<file path="src/rtl/ahb_apb_pkg.sv">
// ahb_apb_pkg: shared constants for the AHB-to-APB bridge.
//   - HTRANS transfer-type codes and HRESP response codes.
//   - Base/limit addresses of the three APB peripheral regions.
//   - One-hot peripheral select encodings.
//   - Helper that tells whether a transfer type carries an address phase.
package ahb_apb_pkg;

    typedef enum logic [1:0] {
        HTRANS_IDLE   = 2'b00,
        HTRANS_BUSY   = 2'b01,
        HTRANS_NONSEQ = 2'b10,
        HTRANS_SEQ    = 2'b11
    } htrans_e;

    localparam logic [1:0] HRESP_OKAY  = 2'b00;
    localparam logic [1:0] HRESP_ERROR = 2'b01;

    // Each region is 64 MiB; the window ends at REGION_LIMIT (exclusive).
    localparam logic [31:0] REGION0_BASE = 32'h8000_0000;
    localparam logic [31:0] REGION1_BASE = 32'h8400_0000;
    localparam logic [31:0] REGION2_BASE = 32'h8800_0000;
    localparam logic [31:0] REGION_LIMIT = 32'h8C00_0000;

    localparam logic [2:0] SELX_NONE = 3'b000;
    localparam logic [2:0] SELX_P0   = 3'b001;
    localparam logic [2:0] SELX_P1   = 3'b010;
    localparam logic [2:0] SELX_P2   = 3'b100;

    // NONSEQ and SEQ are the only transfer types that request a data phase.
    function automatic logic trans_active(input logic [1:0] htrans);
        return (htrans == HTRANS_NONSEQ) || (htrans == HTRANS_SEQ);
    endfunction

endpackage

</file>
<file path="src/rtl/ahb_slv_addr_decode.sv">
// ahb_slv_addr_decode: combinational AHB address decoder.
//   addr     in  [ADDR_W-1:0]  address-phase address
//   selx     out [2:0]         one-hot APB peripheral select (000 outside window)
//   in_range out               address falls inside [8000_0000, 8C00_0000)
module ahb_slv_addr_decode
    import ahb_apb_pkg::*;
#(
    parameter int ADDR_W = 32
) (
    input  logic [ADDR_W-1:0] addr,
    output logic [2:0]        selx,
    output logic              in_range
);

    // Region lookup: ordered compares against the region bases.
    always_comb begin
        selx     = SELX_NONE;
        in_range = 1'b0;
        if ((addr >= REGION0_BASE) && (addr < REGION1_BASE)) begin
            selx     = SELX_P0;
            in_range = 1'b1;
        end else if ((addr >= REGION1_BASE) && (addr < REGION2_BASE)) begin
            selx     = SELX_P1;
            in_range = 1'b1;
        end else if ((addr >= REGION2_BASE) && (addr < REGION_LIMIT)) begin
            selx     = SELX_P2;
            in_range = 1'b1;
        end else begin
            selx     = SELX_NONE;
            in_range = 1'b0;
        end
    end

endmodule

</file>
<file path="src/rtl/ahb_slave_if.sv">
// ahb_slave_if: AHB-side slave front end of the AHB-to-APB bridge.
//   Hclk, Hresetn            clock, asynchronous active-low reset
//   Hwrite, Hreadyin, Htrans AHB control inputs
//   Haddr, Hwdata            AHB address / write data
//   valid                    qualified, in-range transfer (combinational)
//   Haddr1/2, Hwdata1/2      address / write data delayed 1 and 2 cycles
//   Hwritereg                Hwrite delayed 1 cycle
//   tempselx                 one-hot peripheral select (combinational)
//   Hrdata                   always zero; APB read data returns via the controller
//   Hresp                    OKAY, or registered ERROR for out-of-window
//                            transfers when AHB_SLV_ERRRESP_EN is defined
module ahb_slave_if
    import ahb_apb_pkg::*;
#(
    parameter int ADDR_W = 32,
    parameter int DATA_W = 32
) (
    input  logic              Hclk,
    input  logic              Hresetn,
    input  logic              Hwrite,
    input  logic              Hreadyin,
    input  logic [1:0]        Htrans,
    input  logic [ADDR_W-1:0] Haddr,
    input  logic [DATA_W-1:0] Hwdata,
    output logic              valid,
    output logic [ADDR_W-1:0] Haddr1,
    output logic [ADDR_W-1:0] Haddr2,
    output logic [DATA_W-1:0] Hwdata1,
    output logic [DATA_W-1:0] Hwdata2,
    output logic              Hwritereg,
    output logic [2:0]        tempselx,
    output logic [DATA_W-1:0] Hrdata,
    output logic [1:0]        Hresp
);

    logic [2:0]        selx_s;
    logic              in_range_s;
    logic              active_s;
    logic              valid_s;
    logic [ADDR_W-1:0] haddr1_r;
    logic [ADDR_W-1:0] haddr2_r;
    logic [DATA_W-1:0] hwdata1_r;
    logic [DATA_W-1:0] hwdata2_r;
    logic              hwrite_r;

    ahb_slv_addr_decode #(
        .ADDR_W (ADDR_W)
    ) u_decode (
        .addr     (Haddr),
        .selx     (selx_s),
        .in_range (in_range_s)
    );

    // Transfer qualification; intentionally independent of reset.
    always_comb begin
        active_s = Hreadyin && trans_active(Htrans);
        if (active_s && in_range_s) begin
            valid_s = 1'b1;
        end else begin
            valid_s = 1'b0;
        end
    end

    // Address/data/direction pipeline, advancing every cycle regardless of Hreadyin.
    always_ff @(posedge Hclk or negedge Hresetn) begin
        if (!Hresetn) begin
            haddr1_r  <= {ADDR_W{1'b0}};
            haddr2_r  <= {ADDR_W{1'b0}};
            hwdata1_r <= {DATA_W{1'b0}};
            hwdata2_r <= {DATA_W{1'b0}};
            hwrite_r  <= 1'b0;
        end else begin
            haddr1_r  <= Haddr;
            haddr2_r  <= haddr1_r;
            hwdata1_r <= Hwdata;
            hwdata2_r <= hwdata1_r;
            hwrite_r  <= Hwrite;
        end
    end

`ifdef AHB_SLV_ERRRESP_EN
    logic [1:0] hresp_r;

    // ERROR is flagged one cycle after an active transfer misses the window.
    always_ff @(posedge Hclk or negedge Hresetn) begin
        if (!Hresetn) begin
            hresp_r <= HRESP_OKAY;
        end else if (active_s && !in_range_s) begin
            hresp_r <= HRESP_ERROR;
        end else begin
            hresp_r <= HRESP_OKAY;
        end
    end

    assign Hresp = hresp_r;
`else
    assign Hresp = HRESP_OKAY;
`endif

    assign valid     = valid_s;
    assign tempselx  = selx_s;
    assign Haddr1    = haddr1_r;
    assign Haddr2    = haddr2_r;
    assign Hwdata1   = hwdata1_r;
    assign Hwdata2   = hwdata2_r;
    assign Hwritereg = hwrite_r;
    assign Hrdata    = {DATA_W{1'b0}};

endmodule

</file>
<file path="config.mk">
export PLATFORM = sky130hd
export DESIGN_NAME = ahb_slave_if
export DESIGN_NICKNAME = d
export VERILOG_FILES = /design/src/rtl/ahb_apb_pkg.sv /design/src/rtl/ahb_slv_addr_decode.sv /design/src/rtl/ahb_slave_if.sv
export SDC_FILE = /design/constraint.sdc
export NUM_CORES = 1
export LEC_CHECK = 0
export ABC_AREA = 1
export BUFFER_PORTS_ARGS = -buffer_cell sky130_fd_sc_hd__buf_2
export CORE_MARGIN = 2
export CORE_UTILIZATION = 43
export CTS_BUF_LIST = sky130_fd_sc_hd__clkbuf_8
export DETAILED_ROUTE_END_ITERATION = 10
export PLACE_DENSITY = 0.82
export SLEW_MARGIN = 20
export SYNTH_ARGS = -nofsm -noshare
export SYNTH_HDL_FRONTEND = slang
export SYNTH_HIERARCHICAL = 1
export SYNTH_SLANG_ARGS = --single-unit
</file>
<file path="constraint.sdc">
create_clock -name Hclk -period 0.8 [get_ports Hclk]
set_input_delay 0.12 -clock Hclk [delete_from_list [all_inputs] [get_ports Hclk]]
set_output_delay 0.12 -clock Hclk [all_outputs]
set_load 0.01 [all_outputs]
</file>
# After elaboration in Yosys (flattened, before gate mapping)

Index checks and enable logic that the tools add are counted.
W data, S select, Z words.

Register bits: 129
Input port bits: 70
Word-level logic and storage cells: 26

Magnitude comparators: 6
Equal/unequal tests: 2
Mux-type cells: 7
Reduce and logical (&&, ||, !) cells: 6

Operators with widths:

| operator               | number |
|---|---|
| $ge A32 B32 Y1 const B | 3 |
| $lt A32 B32 Y1 const B | 3 |
| $mux W3                | 3 |
| $logic_and A1 B1 Y1    | 5 |
| $eq A2 B2 Y1 const B   | 2 |
| $mux W1                | 4 |
| $logic_or A1 B1 Y1     | 1 |

# Depth between registers and ports, before layout

Gate-level depths: netlist (run 1).

Depth after elaboration: 7
Gate-level depth with buffers: 7
Gate-level depth less buffers: 7

# By module

The synthesis (run 1) kept the hierarchy.

Modules (own cells, without submodules):

| module              | instances | cells an instance | area each (um2) | seq. area each (um2) |
|---|---|---|---|---|
| ahb_slave_if        | 1         | 167               | 3500.9          | 3228.1 |
| ahb_slv_addr_decode | 1         | 22                | 95.1            | 0.0 |

# Worst setup path before layout (run 1)

No wires, ideal clock.

Path kind: input -> output
Start point: input Haddr[30]
End point: output valid
Data arrival time: 0.590 ns
Slack: 0.090 ns
Stages: 7
Path buffers: 0
Cells stage by stage: inv_1 -> nand2_1 -> nor2_2 -> o211ai_1 -> inv_1 -> nand2_1 -> nor2_2

Longest elaborated chain between the ends: 7
Elaborated cells on any way between the ends: 14

Ends and longest elaborated chain:

| element                                          | RTL line                  | source |
|---|---|---|
| start, declared                                  | ahb_slave_if.sv:23        | `input logic [ADDR_W-1:0] Haddr,` |
| $ge A32 B32 Y1 or $lt A32 B32 Y1 (tied branches) | ahb_slv_addr_decode.sv:25 | `end else if ((addr >= REGION2_BASE) && (addr < REGION_LIMIT)) begin` |
| $logic_and A1 B1 Y1                              | ahb_slv_addr_decode.sv:25 |  |
| $mux W1                                          | ahb_slv_addr_decode.sv:25 |  |
| $mux W1                                          | ahb_slv_addr_decode.sv:22 | `end else if ((addr >= REGION1_BASE) && (addr < REGION2_BASE)) begin` |
| $mux W1 (*)                                      | ahb_slv_addr_decode.sv:19 | `if ((addr >= REGION0_BASE) && (addr < REGION1_BASE)) begin` |
| net in_range_s                                   | ahb_slave_if.sv:37        | `logic in_range_s;` |
| $logic_and A1 B1 Y1 (*)                          | ahb_slave_if.sv:57        | `if (active_s && in_range_s) begin` |
| $mux W1 (*)                                      | ahb_slave_if.sv:57        |  |
| end, declared                                    | ahb_slave_if.sv:25        | `output logic valid,` |

Mark *: on every way through the listed nets, which the timed path passes. The rest lies on a longest branch.

# Worst setup path in the final report (run 1)

Start point: register hwdata1_r[10] (netlist: Hwdata1[10])
End point: output Hwdata1[10]

RTL lines:

| element                | RTL line           | source |
|---|---|---|
| start, declared        | ahb_slave_if.sv:42 | `logic [DATA_W-1:0] hwdata1_r;` |
| start signal, assigned | ahb_slave_if.sv:69 | `hwdata1_r <= {DATA_W{1'b0}};` |
| start signal, assigned | ahb_slave_if.sv:75 | `hwdata1_r <= Hwdata;` |
| end, declared          | ahb_slave_if.sv:28 | `output logic [DATA_W-1:0] Hwdata1,` |

No word-level cell between the ends.

==> results by group, run 1 <==
Outcome
  • Outcome: finished, violations left
  • Violated checks: negative setup slack

Final layout
  • Non-Filler Instances: 641
  • Final Net Count: 594
  • Layout cells sized above 1: 53.8%
  • Finished Core Util: 78.4%
  • Syn-to-layout area delta: 78.3%

Timing
  • Max Slew Vio Count: 0
  • Setup TNS: -36810 ps
  • Worst hold slack: 122 ps
  • Final Hold Vio Count: 0
  • Tmin final: 1150 ps
  • Peak Freq: 0.869 GHz
  • Clk_skew: 12.7 ps
  • Unrepaired setup endpoints after global routing: true
  • Setup violations, final: 133
  • Final Cycle Share: 144%
  • Worst setup margin: -351 ps

Route
  • DR vias: 2876
  • Routed wire length: 13500 microns
  • DRC Markers: 0
  • DR iter-0 viols: 104
  • Drt first pass iters: 4
  • Wire length per cell: 21.1 microns
  • Post-detailed-route via-to-cell ratio: 4.49
  • Remaining antenna violation count: 0

Critical path
  • CP max FO: 2
  • CP bufs+invs: 1
  • R2R Setup Slk: 20 ps
  • Cell depth of the worst setup path: 1
  • Critical path class: register to output pin
  • Startpoint types: register
  • Capture point of the worst path: Hwdata1[10]
  • CP max-delay cell: dfrtp_1
  • CP peak stage delay: 440 ps
  • Worst Setup End Kind: output pin
  • Critical R2R Capture: Hwdata2[8]
  • Origin of the worst setup path: Hwdata1[10]
  • CP top delay family: flip-flops
  • Data arrival, critical path: 1030 ps
  • CP cell instances: buf_6
  • Worst EP required: 680 ps
  • Worst Reg2Reg Path Length in Cells: 2
  • RR Startpoint: Hwdata1[8]

Global route
  • First-pass GRT wire length: 15700 microns
  • Initial antenna violation count: 0
  • Aggregate global-route resource usage: 25.0%
  • Pin count of the biggest net entering global routing: 41
  • Vias in the first global route: 2873
  • Congestion Overflow GR: 0

Synth
  • Synth unique cells: 10
  • Synth Register Bits: 129
  • Mapped Cells: 189
  • Area contributors post-synth: dfrtp_1 (90%), buf_4 (7.1%), inv_1 (0.94%), nand2_1 (0.73%), nor2_2 (0.52%)
  • Mapped cell area: 3600 sq um
  • Yosys synthesis warning count: 6
  • Post-synthesis sequential area ratio: 89.8%
  • Avg Inst Size Synth: 19.0 sq um
  • Synth top area share: 89.8%
  • Leading area contributor after synthesis: dfrtp_1

Floorplan
  • # IOs: 237
  • Row count: 33
  • Total core area: 8180 sq um
  • Die Span Y: 95.4 microns
  • Initial Utilization: 44.0%
  • DIE AREA: 9110 sq um
  • Die span in x: 95.4 microns

Clock network
  • H-tree depth: 4
  • Worst skew pair latency: 440 ps
  • Root Buffer: clkbuf_8
  • CTS Sinks: 129
  • TritonCTS clock tree: yes
  • Num CTS Buffers: 17
  • Clk slew on worst S/H paths: 90 ps
  • Max clock buf depth: 2

Power and ir drop
  • Leakage Power: 3.32 nW
  • Peak supply drop: 1170 uV
  • PwrDens: 2220 nW/um^2

Place
  • Setup slack at placement: -162 ps
  • Placer congestion estimate: 0.706
  • Placed Cells: 504
  • Port buffer count: 201
  • Detailed placement HPWL: 6490 microns

Min path
  • Hold/Removal Path Class: input pin to asynchronous set/reset pin

Run
  • Max_cap viols: 0
==> worst min path at each step <==
stage             from  depth (start not counted)         end  slack [ps]
2_1_floorplan  Hresetn                          0   Haddr1[0]        -180
3_3_place_gp   Hresetn                          1   Haddr1[3]          30
3_5_place_dp   Hresetn                          1   Haddr1[3]          20
4_1_cts        Hresetn                          2   Haddr1[3]         110
5_1_grt        Hresetn                          2  Haddr1[13]         120
6_report       Hresetn                          2  Haddr1[13]         120
==> power breakdown <==
part / total (mW) / leakage (nW) / switching [mW] / internal [mW]
Sequential: 7.06 / 1.50 / 0.210 / 6.85
Combinational: 1.69 / 1.64 / 0.793 / 0.896
Clock: 5.50 / 0.176 / 2.77 / 2.73
==> routing by layer <==
layer | vias to the layer above | wire, microns | track usage (%)
met3 | 50 | 1200 | 9.09
li1 | 1180 | - | -
met4 | 0 | 693 | 12.5
met1 | 1443 | 4440 | 24.8
met5 | - | 0 | 0
met2 | 203 | 7190 | 45.5
==> layout make-up <==
class	count	area, sq um
Multi-Input combinational cell	50	220
Timing Repair Buffer	317	2420
Clock inverter	13	139
Antenna cell	1	2.50
Sequential cell	129	3230
Inverter	9	33.8
Fill cell	429	1760
Clock buffer	17	234
Tap cell	105	131
==> state kept, by name (all words and copies together), names as in the netlist <==
signal     count
Hwdata2       32
Hwdata1       32
Haddr1        32
Hwritereg      1
Haddr2        32
==> placed cells by master, fill, tap and decap left out, drive strengths merged <==
master and count:
buf 251, dfrtp 129, dlygate4sd3 66, conb 34, clkbuf 17, inv 11
nand2 7, nor2 6, clkinvlp 5, clkinv 4, bufinv 2, diode 1
nand3 1, o211ai 1, nand4 1
==> worst reg2reg max path: cells and delay by family, from the launching register on <==
kind,cells,cell delay (ps)
flops,1,410
buf+inv,2,280
==> synthesized netlist by cell type <==
| cell | number |
|---|---|
| nand3_1 | 1 |
| o211ai_1 | 1 |
| nand2_1 | 7 |
| dfrtp_1 | 129 |
| nor2_2 | 3 |
| nor2_1 | 3 |
| inv_1 | 9 |
| nand4_1 | 1 |
| buf_4 | 34 |
| conb_1 | 1 |
==> kinds of logic after synthesis <==
logic type / synth area share, %
other: 0.104
AND/OR/NAND/NOR: 1.88
buffers and inverters: 8.04
AO/OA/AOI/OAI: 0.209
flip-flops: 89.8
==> timing repair <==
| action | in CTS | in global routing |
|---|---|---|
| pin swaps | 5 | 3 |
| gates cloned | 0 | 0 |
| buffers inserted | 23 | 17 |
| resized for setup | 37 | 33 |
| endpoints found under the hold margin | 194 | 0 |
| hold buffers | 66 | 0 |
| endpoints found under the setup margin | 133 | 133 |
==> through the flow <==
stage	total power [mW]	area, sq um
after CTS	13.7	6090
after detailed placement	8.13	4700
final	14.3	6410
after global placement	8.07	4700
after floorplan	7.49	3720
after global routing	14.7	6410
(Power assumes the default switching activity.)
==> inputs of run 2 (changes only) <==
CORE_UTILIZATION = 46   (was 43)
CTS_CLUSTER_DIAMETER = 50   (was default)
PLACE_DENSITY = 0.87   (was 0.82)
clock period = 1.33 ns   (was 0.8 ns; I/O delays follow)
==> run 2 against run 1 <==
Effect of this change:
- the flow now finishes without violations
- flip-flop and latch count did not move
- die area fell by 6.2%
- register-to-register slack improved by 760 ps
- clock skew rose by 9.3 ps
- largest power group unchanged
- highest routed layer unchanged
==> results by group, run 2 (synthesis gave the netlist of run 1 again) <==
Outcome
  • Outcome: completed

Clock network
  • Num CTS Buffers: 17
  • Root Buffer: clkbuf_8
  • Max clock buf depth: 2
  • Worst skew pair latency: 430 ps
  • TritonCTS clock tree: yes
  • Clk slew on worst S/H paths: 90 ps
  • CTS Sinks: 129
  • Post-cts resize count: 0
  • H-tree depth: 4

Timing
  • Setup TNS: 0 ps
  • Worst hold slack: 287 ps
  • Setup violations, final: 0
  • Tmin final: 1220 ps
  • Peak Freq: 0.822 GHz
  • Final Hold Vio Count: 0
  • Worst setup margin: 114 ps
  • Max Slew Vio Count: 0
  • Unrepaired setup endpoints after global routing: false
  • Final Cycle Share: 91.4%
  • Clk_skew: 22.1 ps

Route
  • DRC Markers: 0
  • Wire length per cell: 18.8 microns
  • Wl on met1: 3460 microns
  • Routed length on met2: 6230 microns
  • Drt first pass iters: 4
  • Post-detailed-route via-to-cell ratio: 4.38
  • Metal3 WL: 1010 microns
  • Top sig layer: met4
  • Routed wire length: 11100 microns
  • DR iter-0 viols: 91
  • Remaining antenna violation count: 0
  • DR vias: 2595

Power and ir drop
  • Peak supply drop: 764 uV
  • Overall power: 8.70 mW
  • Leakage Power: 3.03 nW
  • PwrDens: 1510 nW/um^2

Place
  • Detailed placement HPWL: 6320 microns
  • Placer congestion estimate: 0.776
  • Setup slack at placement: 169 ps
  • Port buffer count: 201

Run
  • Max_cap viols: 0

Floorplan
  • Die Span Y: 92.4 microns
  • # IOs: 237
  • Row count: 32
  • DIE AREA: 8540 sq um
  • Initial Utilization: 47.0%
  • Total core area: 7650 sq um
  • Die span in x: 92.4 microns

Critical path
  • CP top delay family: flip-flops
  • CP bufs+invs: 1
  • CP max FO: 2
  • Worst EP required: 1130 ps
  • Data arrival, critical path: 1020 ps
  • CP peak stage delay: 420 ps
  • CP cell instances: buf_2
  • Startpoint types: register
  • Worst Setup End Kind: output pin
  • CP max-delay cell: dfrtp_1
  • Critical path class: register to output pin

Global route
  • Initial antenna violation count: 0
  • Vias in the first global route: 2832
  • First-pass GRT wire length: 16400 microns
  • Aggregate global-route resource usage: 26.9%
  • Pin count of the biggest net entering global routing: 41
  • Congestion Overflow GR: 0

Final layout
  • Commonest non-fill, non-tap cell in the layout: buf_2
  • FILL cells: 442
  • Most frequent cells in the layout: buf_2 (200), dfrtp_1 (129), dlygate4sd3_1 (66), conb_1 (34), clkbuf_8 (17)
  • Final Net Count: 548
  • Seq. cell area: 3230 sq um
  • Layout cells sized above 1: 48.8%
  • Multi-input gate area: 203 sq um
  • Diode count: 0
  • Syn-to-layout area delta: 60.5%

Min path
  • Hold/Removal Path Class: input pin to asynchronous set/reset pin
-- run 2: changes by cell type in the layout (fill, tap and decap cells not counted), sizes merged --
cell	change
clkinv	+2
inv	+1
diode	-1
clkinvlp	-4
buf	-46
bufinv	+2
-- run 2: metal layers --
metal	GRT usage (%)	vias up
li1	-	1090
met1	26.9	1290
met2	49.4	180
met3	10.3	35
met4	11.7	0
met5	0	-
-- run 2: final cells by class --
cell class | instances | share of cell area [%]
Clock buffer | 17 | 4.05
Clock inverter | 14 | 3.60
Inverter | 9 | 0.585
Multi-Input combinational cell | 50 | 3.51
Sequential cell | 129 | 55.9
Tap cell | 102 | 2.21
Timing Repair Buffer | 271 | 30.1
-- run 2: worst paths after layout --
| check | startpoint | to | slack (ps) | cells after the start |
|---|---|---|---|---|
| min in group Hclk | Hwdata1[18] | Hwdata2[18] | 370 | 0 |
| setup reg to reg | Hwdata1[1] | Hwdata2[1] | 780 | 0 |
| max in group asynchronous | Hresetn | Haddr1[25] | 470 | 3 |
| hold / removal | Hresetn | Haddr2[22] | 290 | 2 |
| hold reg to reg | Hwdata1[18] | Hwdata2[18] | 370 | 0 |
| setup / recovery | Hwdata1[23] | Hwdata1[23] | 110 | 1 |
-- run 2: timing repair --
action                                 in CTS  in global routing
endpoints found under the hold margin      90                  0
hold buffers                               66                  0
buffers inserted                            0                  0
-- run 2: power breakdown --
part           internal, mW  leakage (nW)  switching, mW  total (mW)
logic                 0.359          1.30          0.422       0.781
clock network          2.07         0.220           1.63        3.70
registers              4.12          1.50         0.0979        4.22
-- run 2: through the flow --
stage	area (sq um)	utilization, %	std cells
4_1_cts	5770	75.5	592
3_5_place_dp	4670	61.0	495
5_1_grt	5770	75.5	592
3_3_place_gp	4670	61.0	495
6_report	5770	75.5	592
2_1_floorplan	3720	-	222
